===== config.mk =====
export PLATFORM = sky130hd
export DESIGN_NAME = s_axi_reg_bank
export DESIGN_NICKNAME = d
export VERILOG_FILES = /design/src/rtl/s_axi_reg_pkg.sv /design/src/rtl/s_axi_reg_bank_wr.sv /design/src/rtl/s_axi_reg_bank.sv
export SDC_FILE = /design/constraint.sdc
export NUM_CORES = 1
export LEC_CHECK = 0
export ABC_CLOCK_PERIOD_IN_PS = 2300
export BUFFER_PORTS_ARGS = -buffer_cell sky130_fd_sc_hd__clkbuf_2
export CORE_UTILIZATION = 54
export DETAILED_ROUTE_END_ITERATION = 10
export GPL_ROUTABILITY_DRIVEN = 1
export PLACE_DENSITY_LB_ADDON = 0.1
export SYNTH_ARGS = -nofsm -noshare
export SYNTH_HDL_FRONTEND = slang
export SYNTH_SLANG_ARGS = --single-unit
export TNS_END_PERCENT = 50

===== constraint.sdc =====
create_clock -name clk -period 2.3 [get_ports clk]
set_clock_uncertainty 0.1 [all_clocks]
set_input_delay 0 -clock clk [delete_from_list [all_inputs] [get_ports clk]]
set_output_delay 0 -clock clk [all_outputs]
set_load 0.005 [all_outputs]

===== src/rtl/s_axi_reg_pkg.sv =====
// Shared types for the AXI4-Lite register bank: response codes and channel FSM states.
package s_axi_reg_pkg;

    typedef enum logic [1:0] {
        OKAY   = 2'b00,
        SLVERR = 2'b10
    } resp_t;

    typedef enum logic [0:0] {
        WR_IDLE = 1'b0,
        WR_RESP = 1'b1
    } wr_state_t;

    typedef enum logic [0:0] {
        RD_IDLE = 1'b0,
        RD_DATA = 1'b1
    } rd_state_t;

    // Byte-lane merge used by the strobed register write.
    function automatic logic [7:0] merge_byte(input logic [7:0] old_b,
                                              input logic [7:0] new_b,
                                              input logic       en);
        logic [7:0] res;
        if (en) res = new_b;
        else    res = old_b;
        return res;
    endfunction

endpackage


===== src/rtl/s_axi_reg_bank_wr.sv =====
// Write side of the register bank: independent AW/W capture, write FSM and B channel.
// Exposes a one-cycle commit strobe with decoded index, data and strobes to the top.
module s_axi_reg_bank_wr
    import s_axi_reg_pkg::*;
#(
    parameter int              DATA_W    = 32,
    parameter int              ADDR_W    = 32,
    parameter int              ID_W      = 4,
    parameter int              NUM_REGS  = 8,
    parameter logic [ADDR_W-1:0] BASE_ADDR = 32'hA3DD_0000,
    localparam int             IDX_W     = $clog2(NUM_REGS)
) (
    input  logic                clk,
    input  logic                areset,
    input  logic [ID_W-1:0]     awid_i,
    input  logic [ADDR_W-1:0]   awaddr_i,
    input  logic                awvalid_i,
    output logic                awready_o,
    input  logic [DATA_W-1:0]   wdata_i,
    input  logic [DATA_W/8-1:0] wstrb_i,
    input  logic                wvalid_i,
    output logic                wready_o,
    output logic [ID_W-1:0]     bid_o,
    output logic [1:0]          bresp_o,
    output logic                bvalid_o,
    input  logic                bready_i,
    output logic                wr_commit_o,
    output logic                wr_hit_o,
    output logic [IDX_W-1:0]    wr_idx_o,
    output logic [DATA_W-1:0]   wr_data_o,
    output logic [DATA_W/8-1:0] wr_strb_o
);

    localparam int LSB     = $clog2(DATA_W/8);
    localparam int TAG_LSB = LSB + IDX_W;

    wr_state_t              wr_state_r, wr_state_nxt_s;
    logic                   aw_held_r, aw_held_nxt_s;
    logic                   w_held_r, w_held_nxt_s;
    logic                   awready_r, awready_nxt_s;
    logic                   wready_r, wready_nxt_s;
    logic                   bvalid_r, bvalid_nxt_s;
    logic [ID_W-1:0]        bid_r;
    resp_t                  bresp_r;
    logic                   aw_hit_r;
    logic [IDX_W-1:0]       aw_idx_r;
    logic [ID_W-1:0]        aw_id_r;
    logic [DATA_W-1:0]      w_data_r;
    logic [DATA_W/8-1:0]    w_strb_r;
    logic                   aw_hs_s, w_hs_s, commit_s;

    if (LSB > 0) begin : g_lsb
        logic aw_unused_s;
        assign aw_unused_s = ^awaddr_i[LSB-1:0];
    end

    assign aw_hs_s  = awvalid_i && awready_r;
    assign w_hs_s   = wvalid_i && wready_r;
    assign commit_s = (wr_state_r == WR_IDLE) && aw_held_r && w_held_r;

    // Write FSM state register.
    always_ff @(posedge clk or negedge areset) begin
        if (!areset) wr_state_r <= WR_IDLE;
        else         wr_state_r <= wr_state_nxt_s;
    end

    // Write FSM next-state logic.
    always_comb begin
        wr_state_nxt_s = wr_state_r;
        case (wr_state_r)
            WR_IDLE: begin
                if (aw_held_r && w_held_r) wr_state_nxt_s = WR_RESP;
                else                       wr_state_nxt_s = WR_IDLE;
            end
            WR_RESP: begin
                if (bready_i) wr_state_nxt_s = WR_IDLE;
                else          wr_state_nxt_s = WR_RESP;
            end
            default: wr_state_nxt_s = WR_IDLE;
        endcase
    end

    // Write FSM output logic: next values of the held flags, readies and bvalid.
    always_comb begin
        aw_held_nxt_s = aw_held_r;
        w_held_nxt_s  = w_held_r;
        bvalid_nxt_s  = bvalid_r;
        case (wr_state_r)
            WR_IDLE: begin
                if (commit_s) begin
                    bvalid_nxt_s = 1'b1;
                end else begin
                    if (aw_hs_s) aw_held_nxt_s = 1'b1;
                    else         aw_held_nxt_s = aw_held_r;
                    if (w_hs_s)  w_held_nxt_s  = 1'b1;
                    else         w_held_nxt_s  = w_held_r;
                end
            end
            WR_RESP: begin
                if (bready_i) begin
                    bvalid_nxt_s  = 1'b0;
                    aw_held_nxt_s = 1'b0;
                    w_held_nxt_s  = 1'b0;
                end else begin
                    bvalid_nxt_s  = 1'b1;
                end
            end
            default: begin
                bvalid_nxt_s  = 1'b0;
                aw_held_nxt_s = 1'b0;
                w_held_nxt_s  = 1'b0;
            end
        endcase
        awready_nxt_s = (wr_state_nxt_s == WR_IDLE) && !aw_held_nxt_s;
        wready_nxt_s  = (wr_state_nxt_s == WR_IDLE) && !w_held_nxt_s;
    end

    // Channel capture and registered B-channel outputs.
    always_ff @(posedge clk or negedge areset) begin
        if (!areset) begin
            aw_held_r <= 1'b0;
            w_held_r  <= 1'b0;
            awready_r <= 1'b0;
            wready_r  <= 1'b0;
            bvalid_r  <= 1'b0;
            bid_r     <= '0;
            bresp_r   <= OKAY;
            aw_hit_r  <= 1'b0;
            aw_idx_r  <= '0;
            aw_id_r   <= '0;
            w_data_r  <= '0;
            w_strb_r  <= '0;
        end else begin
            aw_held_r <= aw_held_nxt_s;
            w_held_r  <= w_held_nxt_s;
            awready_r <= awready_nxt_s;
            wready_r  <= wready_nxt_s;
            bvalid_r  <= bvalid_nxt_s;
            if (aw_hs_s) begin
                aw_hit_r <= (awaddr_i[ADDR_W-1:TAG_LSB] == BASE_ADDR[ADDR_W-1:TAG_LSB]);
                aw_idx_r <= awaddr_i[LSB +: IDX_W];
                aw_id_r  <= awid_i;
            end
            if (w_hs_s) begin
                w_data_r <= wdata_i;
                w_strb_r <= wstrb_i;
            end
            if (commit_s) begin
                bid_r <= aw_id_r;
                if (aw_hit_r) bresp_r <= OKAY;
                else          bresp_r <= SLVERR;
            end
        end
    end

    assign awready_o   = awready_r;
    assign wready_o    = wready_r;
    assign bvalid_o    = bvalid_r;
    assign bid_o       = bid_r;
    assign bresp_o     = bresp_r;
    assign wr_commit_o = commit_s;
    assign wr_hit_o    = aw_hit_r;
    assign wr_idx_o    = aw_idx_r;
    assign wr_data_o   = w_data_r;
    assign wr_strb_o   = w_strb_r;

endmodule


===== src/rtl/s_axi_reg_bank.sv =====
// AXI4-Lite slave register bank: register array, read FSM and R channel; the write
// channels are handled by s_axi_reg_bank_wr. All register values are exported.
module s_axi_reg_bank
    import s_axi_reg_pkg::*;
#(
    parameter int                DATA_W    = 32,
    parameter int                ADDR_W    = 32,
    parameter int                ID_W      = 4,
    parameter int                NUM_REGS  = 8,
    parameter logic [ADDR_W-1:0] BASE_ADDR = 32'hA3DD_0000,
    parameter logic [DATA_W-1:0] RST_VAL   = '0
) (
    input  logic                         clk,
    input  logic                         areset,
    input  logic [ID_W-1:0]              awid_i,
    input  logic [ADDR_W-1:0]            awaddr_i,
    input  logic                         awvalid_i,
    output logic                         awready_o,
    input  logic [DATA_W-1:0]            wdata_i,
    input  logic [DATA_W/8-1:0]          wstrb_i,
    input  logic                         wvalid_i,
    output logic                         wready_o,
    output logic [ID_W-1:0]              bid_o,
    output logic [1:0]                   bresp_o,
    output logic                         bvalid_o,
    input  logic                         bready_i,
    input  logic [ID_W-1:0]              arid_i,
    input  logic [ADDR_W-1:0]            araddr_i,
    input  logic                         arvalid_i,
    output logic                         arready_o,
    output logic [ID_W-1:0]              rid_o,
    output logic [DATA_W-1:0]            rdata_o,
    output logic [1:0]                   rresp_o,
    output logic                         rvalid_o,
    input  logic                         rready_i,
    output logic [NUM_REGS*DATA_W-1:0]   regs_o,
    output logic [NUM_REGS-1:0]          wr_pulse_o
);

    localparam int LSB     = $clog2(DATA_W/8);
    localparam int IDX_W   = $clog2(NUM_REGS);
    localparam int TAG_LSB = LSB + IDX_W;

    logic [DATA_W-1:0]   regs_r [NUM_REGS];
    logic [NUM_REGS-1:0] wr_pulse_r, wr_pulse_nxt_s;
    logic                wr_commit_s, wr_hit_s;
    logic [IDX_W-1:0]    wr_idx_s;
    logic [DATA_W-1:0]   wr_data_s;
    logic [DATA_W/8-1:0] wr_strb_s;

    rd_state_t           rd_state_r, rd_state_nxt_s;
    logic                arready_r, arready_nxt_s;
    logic                rvalid_r, rvalid_nxt_s;
    logic [ID_W-1:0]     rid_r;
    logic [DATA_W-1:0]   rdata_r;
    resp_t               rresp_r;
    logic                ar_hs_s, rd_hit_s;
    logic [IDX_W-1:0]    rd_idx_s;

    s_axi_reg_bank_wr #(
        .DATA_W    (DATA_W),
        .ADDR_W    (ADDR_W),
        .ID_W      (ID_W),
        .NUM_REGS  (NUM_REGS),
        .BASE_ADDR (BASE_ADDR)
    ) u_wr (
        .clk         (clk),
        .areset      (areset),
        .awid_i      (awid_i),
        .awaddr_i    (awaddr_i),
        .awvalid_i   (awvalid_i),
        .awready_o   (awready_o),
        .wdata_i     (wdata_i),
        .wstrb_i     (wstrb_i),
        .wvalid_i    (wvalid_i),
        .wready_o    (wready_o),
        .bid_o       (bid_o),
        .bresp_o     (bresp_o),
        .bvalid_o    (bvalid_o),
        .bready_i    (bready_i),
        .wr_commit_o (wr_commit_s),
        .wr_hit_o    (wr_hit_s),
        .wr_idx_o    (wr_idx_s),
        .wr_data_o   (wr_data_s),
        .wr_strb_o   (wr_strb_s)
    );

    if (LSB > 0) begin : g_lsb
        logic ar_unused_s;
        assign ar_unused_s = ^araddr_i[LSB-1:0];
    end

    assign ar_hs_s  = arvalid_i && arready_r;
    assign rd_hit_s = (araddr_i[ADDR_W-1:TAG_LSB] == BASE_ADDR[ADDR_W-1:TAG_LSB]);
    assign rd_idx_s = araddr_i[LSB +: IDX_W];

    // One-hot update pulse for the register being written with at least one strobe.
    always_comb begin
        wr_pulse_nxt_s = '0;
        if (wr_commit_s && wr_hit_s && (|wr_strb_s)) wr_pulse_nxt_s[wr_idx_s] = 1'b1;
        else                                          wr_pulse_nxt_s = '0;
    end

    // Register array with byte-strobed writes; a missed write touches nothing.
    always_ff @(posedge clk or negedge areset) begin
        if (!areset) begin
            for (int k = 0; k < NUM_REGS; k++) regs_r[k] <= RST_VAL;
            wr_pulse_r <= '0;
        end else begin
            wr_pulse_r <= wr_pulse_nxt_s;
            if (wr_commit_s && wr_hit_s) begin
                for (int b = 0; b < DATA_W/8; b++) begin
                    regs_r[wr_idx_s][b*8 +: 8] <= merge_byte(regs_r[wr_idx_s][b*8 +: 8],
                                                             wr_data_s[b*8 +: 8],
                                                             wr_strb_s[b]);
                end
            end
        end
    end

    // Read FSM state register.
    always_ff @(posedge clk or negedge areset) begin
        if (!areset) rd_state_r <= RD_IDLE;
        else         rd_state_r <= rd_state_nxt_s;
    end

    // Read FSM next-state logic.
    always_comb begin
        rd_state_nxt_s = rd_state_r;
        case (rd_state_r)
            RD_IDLE: begin
                if (ar_hs_s) rd_state_nxt_s = RD_DATA;
                else         rd_state_nxt_s = RD_IDLE;
            end
            RD_DATA: begin
                if (rready_i) rd_state_nxt_s = RD_IDLE;
                else          rd_state_nxt_s = RD_DATA;
            end
            default: rd_state_nxt_s = RD_IDLE;
        endcase
    end

    // Read FSM output logic: arready/rvalid follow the next state.
    always_comb begin
        arready_nxt_s = 1'b0;
        rvalid_nxt_s  = 1'b0;
        case (rd_state_nxt_s)
            RD_IDLE: arready_nxt_s = 1'b1;
            RD_DATA: rvalid_nxt_s  = 1'b1;
            default: begin
                arready_nxt_s = 1'b0;
                rvalid_nxt_s  = 1'b0;
            end
        endcase
    end

    // R-channel registers; data is sampled from the pre-edge register contents.
    always_ff @(posedge clk or negedge areset) begin
        if (!areset) begin
            arready_r <= 1'b0;
            rvalid_r  <= 1'b0;
            rid_r     <= '0;
            rdata_r   <= '0;
            rresp_r   <= OKAY;
        end else begin
            arready_r <= arready_nxt_s;
            rvalid_r  <= rvalid_nxt_s;
            if (ar_hs_s) begin
                rid_r <= arid_i;
                if (rd_hit_s) begin
                    rdata_r <= regs_r[rd_idx_s];
                    rresp_r <= OKAY;
                end else begin
                    rdata_r <= '0;
                    rresp_r <= SLVERR;
                end
            end
        end
    end

    for (genvar k = 0; k < NUM_REGS; k++) begin : g_regs_out
        assign regs_o[k*DATA_W +: DATA_W] = regs_r[k];
    end

    assign arready_o  = arready_r;
    assign rvalid_o   = rvalid_r;
    assign rid_o      = rid_r;
    assign rdata_o    = rdata_r;
    assign rresp_o    = rresp_r;
    assign wr_pulse_o = wr_pulse_r;

endmodule


==> results of run 1 <==
## per-stage QoR
stage | TNS, ns | setup slack (ns) | std cells | power (mW)
3_3_place_gp | 0 | 0.125 | 2121 | 11.9
3_5_place_dp | 0 | 0.0660 | 2121 | 12.0
6_report | 0 | 0.0405 | 2250 | 18.2
2_1_floorplan | 0 | 0.281 | 1353 | 10.5
4_1_cts | 0 | 0.0226 | 2248 | 18.2
5_1_grt | -0.685 | -0.0454 | 2250 | 18.9
## flip-flops by register name (all words and copies together) (netlist names), 3 cells and up
name	flops
u_wr.wr_data_o	32
rdata_o	32
u_wr.aw_id_r	4
u_wr.bid_o	4
u_wr.wr_idx_o	3
wr_pulse_o	8
regs_o	256
u_wr.wr_strb_o	4
rid_o	4
## worst min-delay path: cells and delay by family
kind                   cells  cell delay [ns]
and+or+nand+nor            1             0.06
buffers and inverters      2             0.28
AOI/OAI and AO/OA          1             0.23
## final cells by class
cell class	count	area [um2]	area share (%)
Tap cell	402	503	2.28
Sequential cell	358	8970	40.7
Timing Repair Buffer	536	3470	15.7
Multi-Input combinational cell	881	7830	35.5
Inverter	3	11.3	0.0511
Clock inverter	13	83.8	0.380
Clock buffer	57	1180	5.37
## metal layers
| layer | wire length (um) | vias to the layer above | global-route usage, % |
|---|---|---|---|
| met3 | 4250 | 119 | 6.21 |
| met4 | 2020 | 0 | 11.4 |
| met2 | 26500 | 649 | 55.8 |
| li1 | - | 5886 | - |
| met5 | 0 | - | 0 |
| met1 | 21000 | 6846 | 43.8 |
## worst max path at each step
stage	startpoint	to	depth (start not counted)
floorplan	u_wr.wr_idx_o[1]	regs_o[223]	7
global placement	u_wr.wr_idx_o[0]	regs_o[144]	5
detailed placement	u_wr.wr_idx_o[0]	regs_o[145]	5
CTS	arready_o	rresp_o[1]	6
global route	u_wr.wr_idx_o[0]	regs_o[30]	5
finish	u_wr.wr_idx_o[0]	regs_o[14]	5
## timing repair
item / 4_1_cts / 5_1_grt
gates resized for setup: 0 / 17
endpoints found under the setup margin: 0 / 28
hold endpoints to repair: 287 / 0
hold buffers: 57 / 0
setup buffers: 0 / 0
## power groups by stage
stage	sequential, mW	combinational, mW	clock, mW
after floorplan	7.26	3.26	0
after global placement	7.59	4.33	0
after detailed placement	7.62	4.39	0
after CTS	7.51	4.50	6.22
after global routing	7.58	4.86	6.48
final	7.52	4.57	6.14
## cell families (layout without fill, tap and decap cells)
group	after synthesis	in the layout	share of synthesized area [%]
other cells	1	2	0.0217
buf+inv	114	609	3.03
simple gates	307	307	7.31
compound gates	296	296	9.30
mux	276	276	28.5
flops	358	358	51.8
## cell usage in the layout, fill, tap and decap left out, drive strengths merged
cell type / n
clkbuf: 477
dfrtp: 358
nand2: 264
o21ai: 259
mux4: 128
mux2: 115
buf: 60
dlygate4sd3: 56
mux2i: 33
a22o: 32
nor2: 13
clkinv: 7
inv: 6
nor4b: 5
nor4: 5
nand3b: 4
nand4: 4
nand3: 4
nand4b: 3
clkinvlp: 3
nor2b: 2
a21oi: 2
conb: 2
and4b: 1
o22ai: 1
a21o: 1
nand4bb: 1
or4: 1
o31ai: 1
==> results.cfg, run 1 <==
[outcome]
status = complete, but fails checks
violations = negative hold slack

[sta]
final-hold-violation-count = 1
max_slew_margin_pct = 57.2
period_share_pct = 98.2
worst_pin_slew_ns = 0.642
rsz0062_at_grt = true
max_freq_mhz = 443
slew_violations = 0
setup_viol = 0
timing.hold.ws_ns = -0.00213
layout_min_cycle_time_ns = 2.26

[synthesis]
ys_async_sr_fraction_pct = 100
ys_seq_area_share_pct = 51.8
synth_seq_cells = 358
netlist.area_leader.share_pct = 51.8
synth_area_per_cell_um2 = 12.8
synth_area_mm2 = 0.0173
ys.flop_type = dfrtp_1
yosys_warnings = 0
synth_cell_types = 33
synth-edff-count = 0
yosysTopAreaCell = dfrtp_1
synth_cells = 1352
synth_area_leaders = dfrtp_1, mux4_2, o21ai_0, mux2_2, nand2_1
yosysMostFrequentCell = dfrtp_1
ys_top_cells_by_count = dfrtp_1, nand2_1, o21ai_0

[placed_design]
place_hpwl_um = 35100
gp_congestion = 0.843
place_area_mm2 = 0.0201
io_buffer_count = 421

[global_routing]
antenna_found_initial = 0
grt_start_max_net_pins = 65
grt_usage_pct = 33.3
first_global_vias = 13600
grt_pass1_wl_um = 82300
grt-ovfl-total = 0

[setup_path]
timing.reg2reg.worst_path_depth = 5
start_kind = flip-flop
cp_top_family = multiplexers
arrival_ns = 2.53
critPathMaxFanout = 16
r2r_start = u_wr.wr_idx_o[0]
regToRegEndpoint = regs_o[14]
max_stage_delay_ns = 0.56
ff2ff_setup_slack_ns = 0.04
crit_required_ns = 2.57
end_kind = flip-flop
path_cells = buf_12 > mux4_1 > mux2_2 > mux2i_4 > o21ai_0
worstSetupPathType = flip-flop to flip-flop
cp_slowest_cell = mux4_1
crit_buf_inv = 1

[clocking]
cts_root_buffer = clkbuf_16
clk_latency_ns = 0.53
clk_path_buf_depth = 3
h-tree-depth = 2
cts_tree = yes
numCtsBuffers = 39
clkTransAtPathRegs_ns = 0.06
cts_num_sinks = 358

[final_layout]
nets = 1934
areaGrowthSynthToFinish_pct = 27.6
n_antenna_cell = 0
fillers = 2360
drive_above_1_share_pct = 44.8
final_util_pct = 69.9
fin_area_mm2 = 0.0221

[route]
vias_per_cell = 6.00
wl_um = 53700
first_pass_iters = 5
antenna_left = 0
route.vias.total = 13500
wire_per_inst_um = 23.9
drtIter0Drc = 875
drc = 0

[power_and_ir_drop]
power_frac_comb_pct = 25.1
vdd_drop_max_mv = 0.544
p_int_mw = 12.7
clkPwrFrac_pct = 33.7
switchingPower_mw = 5.57
power_frac_seq_pct = 41.2
switching_share_pct = 30.5
power_density_mw_per_mm2 = 827
leakagePower_nw = 10.4

[hold_path]
min_from = wvalid_i
min_path_type = primary input to flip-flop
whs_endpoint = u_wr.w_held_r
worst_hold_path.num_cells = 4

[floorplan]
fp-row-count = 65
pin_count = 428
die_x_um = 181
die_h_um = 181
die-area_mm2 = 0.0327
start_util_pct = 54.8
core_area_mm2 = 0.0316

[run]
drv_cap = 0
Power figures use the tool's default switching activity.
==> run 2, diff against run 1 <==
--- a/config.mk
+++ b/config.mk
@@ -10,7 +10,7 @@
 export CORE_UTILIZATION = 54
 export DETAILED_ROUTE_END_ITERATION = 10
 export GPL_ROUTABILITY_DRIVEN = 1
-export PLACE_DENSITY_LB_ADDON = 0.1
+export PLACE_DENSITY = 0.89
 export SYNTH_ARGS = -nofsm -noshare
 export SYNTH_HDL_FRONTEND = slang
 export SYNTH_SLANG_ARGS = --single-unit
==> results.cfg, run 2 (synthesis results as in run 1) <==
[hold_path]
min_path_type = primary input to flip-flop
min_from = wvalid_i

[sta]
rsz0062_at_grt = true
max_freq_mhz = 426
fin_ws_ns = -0.0463
period_share_pct = 102
max_slew_margin_pct = 56.0
slew_violations = 0
finalSetupTns_ns = -0.0919
layout_min_cycle_time_ns = 2.35
final-hold-violation-count = 0
setup_viol = 6
timing.hold.ws_ns = 0.0571
worst_pin_slew_ns = 0.659

[placed_design]
pre_cts_ws_ns = 0.0491
place_hpwl_um = 36300
io_buffer_count = 421
gp_congestion = 0.870
dp_cells = 2113
place_area_mm2 = 0.0201

[route]
route.vias.total = 14600
antenna_left = 0
wire_per_inst_um = 25.8
first_pass_iters = 6
vias_per_cell = 6.48
drtIter0Drc = 1247
wl_um = 58000
drc = 0

[final_layout]
final_util_pct = 70.3
drive_above_1_share_pct = 44.3
nets = 1936
fillers = 1994
final_common_cell = clkbuf_2
fin_area_mm2 = 0.0222
finalNonFillerCells = 2250
n_antenna_cell = 0
most-common-layout-cells = clkbuf_2, dfrtp_1, nand2_1
areaGrowthSynthToFinish_pct = 28.3
largest_register_ffs = 256

[global_routing]
antenna_found_initial = 0
grt_start_max_net_pins = 79
grt_usage_pct = 35.3
grt_pass1_wl_um = 87700
grt-ovfl-total = 0
first_global_vias = 15300

[power_and_ir_drop]
vdd_drop_max_mv = 0.618
total_power_mw = 18.8
power_density_mw_per_mm2 = 849
leakagePower_nw = 10.4

[run]
drv_cap = 0

[setup_path]
max_stage_delay_ns = 0.53
ff2ff_setup_slack_ns = -0.05
crit_required_ns = 2.58
crit_end = regs_o[12]
critPathMaxFanout = 8
r2r_start = u_wr.wr_idx_o[0]
crit_start = u_wr.wr_idx_o[0]
regToRegEndpoint = regs_o[12]
path_cells = buf_12 > clkbuf_16 > mux4_2 > mux2_2 > mux2i_4 > o21ai_0
worstSetupPathType = flip-flop to flip-flop
end_kind = flip-flop
cp_slowest_cell = mux4_2
timing.reg2reg.worst_path_depth = 6
arrival_ns = 2.63
start_kind = flip-flop

[clocking]
clk_latency_ns = 0.53
clkTransAtPathRegs_ns = 0.06
cts_root_buffer = clkbuf_16
cts_num_sinks = 358
numCtsBuffers = 40
clk_path_buf_depth = 3
h-tree-depth = 2
cts_tree = yes

[floorplan]
die_x_um = 181
fp-row-count = 65
die-area_mm2 = 0.0327
start_util_pct = 54.8
pin_count = 428
die_h_um = 181
core_area_mm2 = 0.0316

[outcome]
status = complete, but fails checks
violations = negative setup slack
==> run 2: critical path: cells and delay by family (launching register included) <==
family                 cells  cell delay (ns)
multiplexers               3             1.12
flip-flops                 1             0.51
buffers and inverters      2             0.32
AO/OA/AOI/OAI              1             0.15
==> run 2: timing repair <==
item,CTS,global route
hold buffers,59,0
endpoints found under the setup margin,0,68
gates resized for setup,0,39
endpoints found under the hold margin,376,0
setup buffers,0,6
==> run 2: power breakdown <==
part | switching, mW | total, mW | internal (mW)
logic | 2.62 | 5.02 | 2.40
clock network | 2.53 | 6.37 | 3.84
registers | 0.595 | 7.42 | 6.83
total | 5.74 | 18.8 | 13.1
==> run 2: worst min-delay path by stage <==
stage / to / slack [ns] / cells past startpoint
6_report: u_wr.wr_data_o[24] / 0.06 / 4
5_1_grt: u_wr.wr_data_o[24] / 0.05 / 4
4_1_cts: rresp_o[1] / 0.02 / 5
3_5_place_dp: rdata_o[7] / -0.11 / 1
3_3_place_gp: rdata_o[5] / -0.11 / 1
2_1_floorplan: arready_o / -0.40 / 0
==> run 2: metal layers <==
layer / global-route usage, % / part of all wire [%]
met5: 0 / 0
met4: 21.3 / 6.5
met3: 9.55 / 11
met2: 57.7 / 49
met1: 41.9 / 33
==> run 2: final cells by class <==
type | instances | area (um2) | share of cell area [%]
Inverter | 3 | 11.3 | 0.0508
Clock buffer | 59 | 1200 | 5.43
Clock inverter | 10 | 115 | 0.519
Sequential cell | 358 | 8970 | 40.4
Timing Repair Buffer | 537 | 3530 | 15.9
Multi-Input combinational cell | 881 | 7840 | 35.4
Tap cell | 402 | 503 | 2.27
